===== src/rtl/pipe_stall_ctrl.sv =====
// Stall/flush sequencer for the 5-stage core: merges hazard sources into
// pipeline-register enables and bubble-inserts, plus stall/flush perf counters.
module pipe_stall_ctrl #(
  parameter int unsigned CNT_W = 32
) (
  input  logic             clk,
  input  logic             rst_n,
  input  logic             load_use,
  input  logic             branch_taken,
  input  logic             imem_ready,
  input  logic             dmem_req,
  input  logic             dmem_ready,
  input  logic             md_start,
  input  logic             md_done,
  output logic             pc_write,
  output logic             ifid_write,
  output logic             idex_write,
  output logic             exmem_write,
  output logic             memwb_write,
  output logic             ifid_flush,
  output logic             idex_flush,
  output logic             exmem_flush,
  output logic             md_busy,
  output logic [CNT_W-1:0] stall_cycles,
  output logic [CNT_W-1:0] flush_events
);

  typedef enum logic [1:0] {
    ST_INIT     = 2'd0,
    ST_RUN      = 2'd1,
    ST_MD_WAIT  = 2'd2,
    ST_MEM_WAIT = 2'd3
  } state_t;

  localparam logic [CNT_W-1:0] CNT_ONE = CNT_W'(1);

  state_t           state_q, state_d;
  logic             done_q, done_d;
  logic [CNT_W-1:0] stall_q, flush_q;
  logic             mem_stall;
  logic             run_decide;
  logic             stall_inc, flush_inc;

  assign mem_stall = dmem_req & ~dmem_ready;

  always_comb begin
    pc_write    = 1'b1;
    ifid_write  = 1'b1;
    idex_write  = 1'b1;
    exmem_write = 1'b1;
    memwb_write = 1'b1;
    ifid_flush  = 1'b0;
    idex_flush  = 1'b0;
    exmem_flush = 1'b0;
    state_d     = state_q;
    done_d      = done_q;
    run_decide  = 1'b0;
    flush_inc   = 1'b0;

    case (state_q)
      ST_INIT: begin
        pc_write    = 1'b0;
        ifid_flush  = 1'b1;
        idex_flush  = 1'b1;
        exmem_flush = 1'b1;
        state_d     = ST_RUN;
      end
      ST_RUN: run_decide = 1'b1;
      ST_MEM_WAIT: begin
        if (!dmem_ready) begin
          {pc_write, ifid_write, idex_write, exmem_write, memwb_write} = '0;
        end else begin
          run_decide = 1'b1;
        end
      end
      ST_MD_WAIT: begin
        if (mem_stall) begin
          {pc_write, ifid_write, idex_write, exmem_write, memwb_write} = '0;
          done_d = done_q | md_done;
        end else if (md_done || done_q) begin
          done_d  = 1'b0;
          state_d = ST_RUN;
        end else begin
          pc_write    = 1'b0;
          ifid_write  = 1'b0;
          idex_write  = 1'b0;
          exmem_flush = 1'b1;
        end
      end
      default: state_d = ST_INIT;
    endcase

    // Shared by RUN and the MEM_WAIT release cycle; mem_stall is always 0 on the latter.
    if (run_decide) begin
      state_d = ST_RUN;
      if (mem_stall) begin
        {pc_write, ifid_write, idex_write, exmem_write, memwb_write} = '0;
        state_d = ST_MEM_WAIT;
      end else if (md_start) begin
        pc_write    = 1'b0;
        ifid_write  = 1'b0;
        idex_write  = 1'b0;
        exmem_flush = 1'b1;
        done_d      = 1'b0;
        state_d     = ST_MD_WAIT;
      end else if (branch_taken) begin
        ifid_flush = 1'b1;
        idex_flush = 1'b1;
        flush_inc  = 1'b1;
      end else if (load_use) begin
        pc_write   = 1'b0;
        ifid_write = 1'b0;
        idex_flush = 1'b1;
      end else if (!imem_ready) begin
        pc_write   = 1'b0;
        ifid_flush = 1'b1;
      end
    end
  end

  assign stall_inc    = ~pc_write & (state_q != ST_INIT);
  assign md_busy      = (state_q == ST_MD_WAIT);
  assign stall_cycles = stall_q;
  assign flush_events = flush_q;

  always_ff @(posedge clk or negedge rst_n) begin
    if (!rst_n) begin
      state_q <= ST_INIT;
      done_q  <= 1'b0;
      stall_q <= '0;
      flush_q <= '0;
    end else begin
      state_q <= state_d;
      done_q  <= done_d;
      if (stall_inc) stall_q <= stall_q + CNT_ONE;
      if (flush_inc) flush_q <= flush_q + CNT_ONE;
    end
  end

endmodule


===== config.mk =====
export PLATFORM = sky130hd
export DESIGN_NAME = pipe_stall_ctrl
export DESIGN_NICKNAME = d
export VERILOG_FILES = /design/src/rtl/pipe_stall_ctrl.sv
export SDC_FILE = /design/constraint.sdc
export NUM_CORES = 1
export LEC_CHECK = 0
export CAP_MARGIN = 20
export CORE_MARGIN = 1.5
export CORE_UTILIZATION = 30
export CTS_BUF_LIST = sky130_fd_sc_hd__clkbuf_16
export DETAILED_ROUTE_END_ITERATION = 7
export PLACE_DENSITY_LB_ADDON = 0.05
export SLEW_MARGIN = 20
export SYNTH_ARGS = -nofsm -noshare
export SYNTH_HDL_FRONTEND = slang
export SYNTH_SLANG_ARGS = --single-unit
export TNS_END_PERCENT = 30

===== constraint.sdc =====
create_clock -name clk -period 4.4 [get_ports clk]
set_input_delay 0.88 -clock clk [delete_from_list [all_inputs] [get_ports clk]]
set_output_delay 0.88 -clock clk [all_outputs]
set_load 0.02 [all_outputs]

==> impl_metrics.ini <==
[cts]
clkTransAtPathRegs_ns = 0.06
clock-sinks = 67
hold_buffers = 0
cts_tree = built
insertion_delay_ns = 0.33
post_cts_buffers = 0
cts_inserted_buffers = 9
cts_root_buf = clkbuf_16
cts.htree.levels = 3
clockBufferDepth = 2
cts_resized = 0

[logic_synthesis]
ys_top_cells_by_area = dfrtp_1 (50%), xnor2_1 (14%), nand4_1 (4.1%)
yosys_warnings = 0
yosysTopAreaCell = dfrtp_1
syn_avg_cell_area_um2 = 11.1
synthTopCellsByCount = dfrtp_1 (67), xnor2_1 (53), nand3_1 (27), nand2_1 (24), nand4_1 (22)
yosysSeqAreaShare = 0.505
synthArstFlopShare = 1.00
synth.most_common_cell = dfrtp_1
synth_ff_type = dfrtp_1
synth-edff-count = 0
yosys.cell_types.count = 50
syn-num-nets = 311
synthCells = 300
synth_top_cell_area_share = 0.505
syn-cell-area_um2 = 3320
synth-seq-cells = 67

[timing]
finalClockSkew_ns = 0.00778
min_period_ns = 3.52
maxSlewHeadroom = 0.401
setup_violations = 0
finalHoldViolCount = 0
worstMarginPinSlew_ns = 0.899
worst_slack_ns = 0.883
finalCritPeriodShare = 0.799
max_freq_ghz = 0.284
timing_max_transition_violations_final = 0
rsz0062_at_grt = no
tns_ns = 0

[global_routing]
antenna_found_initial = 0
track_usage = 0.142
grt_pass1_vias = 2492
grt_first_pass_wirelength_um = 12800
grt_overflow = 0
grt_start_max_net_pins = 39

[run]
max-cap-violations = 0

[setup_path]
crit_type = in2out
crit_path_end_kind = output pin
crit_fanout = 7
arrival_ns = 2.64
r2r_slack_ns = 1.99
required_ns = 3.52
startpoint_type = input pin

[routing]
finalWirelength_um = 7700
firstDrtPassIters = 4
drt-initial-drc-count = 97
num_vias = 2522
wl_per_cell_um = 14.6
detail-route-antenna-nets = 0
drc = 0
routed_via_density = 4.77

[cells_and_area]
insertedDiodeCount = 0
seq_area_um2 = 1680
fin_area_um2 = 4570
fin_nets = 395
fill_cells = 1038
fin_util = 0.424
multi_input_area_um2 = 1570
areaGrowthSynthToFinish_pct = 37.7
drive_above_1_share = 0.0900

[power]
p_leak_nw = 1.89
pwr-share-seq = 0.383
combPwrFrac = 0.240
power_density_nw_per_um2 = 436
swShare = 0.304
vdd_drop_max_v = 0.000186
clkPwrFrac = 0.378
switching_power_mw = 0.606
finalPower_mw = 2.00
intPower_mw = 1.39

[place]
dpl.hpwl_um = 5480
place_congestion = 0.727
io_buffers = 81
preCtsSetupSlack_ns = 0.892
dpl-instance-area_um2 = 4260

[floorplan]
core-area_um2 = 10800
num_rows = 38
die_x_um = 108
io_pins = 82
start_util = 0.308
die_area_um2 = 11700
die_h_um = 108

[status]
status = finished, final reports clean

[hold_path]
hp-class = reg2reg
-- power by group through the flow --
stage / clock network [mW] / registers, mW / logic (mW)
2_1_floorplan: 0 / 0.815 / 0.237
3_3_place_gp: 0 / 0.772 / 0.487
3_5_place_dp: 0 / 0.773 / 0.486
4_1_cts: 0.776 / 0.764 / 0.487
5_1_grt: 0.806 / 0.781 / 0.521
6_report: 0.754 / 0.764 / 0.478
-- worst max-delay path, cell delays in order --
cell and delay, ns:
clkdlybuf4s50_1 0.57, o21ai_1 0.12, a21oi_4 0.27, inv_1 0.11, nand3_1 0.11, inv_1 0.05, clkdlybuf4s50_1 0.53
-- logic make-up (layout without fill, tap and decap cells) --
family                     count (synthesis)  in the layout  synth area share
buffers and inverters                     13            102            0.0226
AOI/OAI and AO/OA                         22             22            0.0558
DFF                                       67             67             0.505
xor gates and xnor gates                  62             62             0.164
muxes                                      2              2           0.00678
and+or+nand+nor                          132            132             0.239
adders and majority gates                  2              2           0.00753
-- area by class of cell --
| type | count | share of cell area |
|---|---|---|
| flip-flops and latches | 67 | 0.367 |
| multi-input cells | 220 | 0.343 |
| repair buffers | 82 | 0.181 |
| clock buffers | 9 | 0.0493 |
| well taps | 140 | 0.0383 |
| clock inverters | 7 | 0.0186 |
| inverters | 4 | 0.00328 |
-- placed cells by master, fill, tap and decap left out, types with 3 or more instances in the layout --
master,instances
dfrtp_1,67
nor3_2,3
inv_1,6
clkbuf_16,9
o21bai_1,3
o21a_1,3
nor2_1,11
o22ai_1,3
xnor2_1,53
and4_1,6
nand2_1,24
xor2_1,9
nor2b_1,3
clkdlybuf4s50_1,80
and3_1,10
nand4_1,22
nand3_1,27
and2_1,7
-- path summary, 6_finish.rpt --
path,startpoint,to,cells past startpoint
min reg2reg,flush_events[31],flush_events[31],1
min in group asynchronous,rst_n,flush_events[28],1
max in group asynchronous,rst_n,stall_cycles[11],2
min,flush_events[31],flush_events[31],1
max reg2reg,state_q[0],stall_cycles[1],4
max,dmem_req,idex_write,7
-- metrics by stage --
step                hold WS [ns]  std cells
finish                     0.466        529
global route               0.481        529
CTS                        0.471        529
detailed placement         0.461        513
global placement           0.457        513
floorplan                  0.526        300
-- per-layer routing --
metal  track usage  wire, µm
met4        0.0545       109
met5             0         0
met3        0.0422       456
met1         0.203      3820
met2         0.202      3320
-- flip-flops by register name, indices dropped and copies added (netlist names) --
name and flops:
state_q 2, done_q 1, flush_events 32, stall_cycles 32
(Power assumes the default switching activity.)
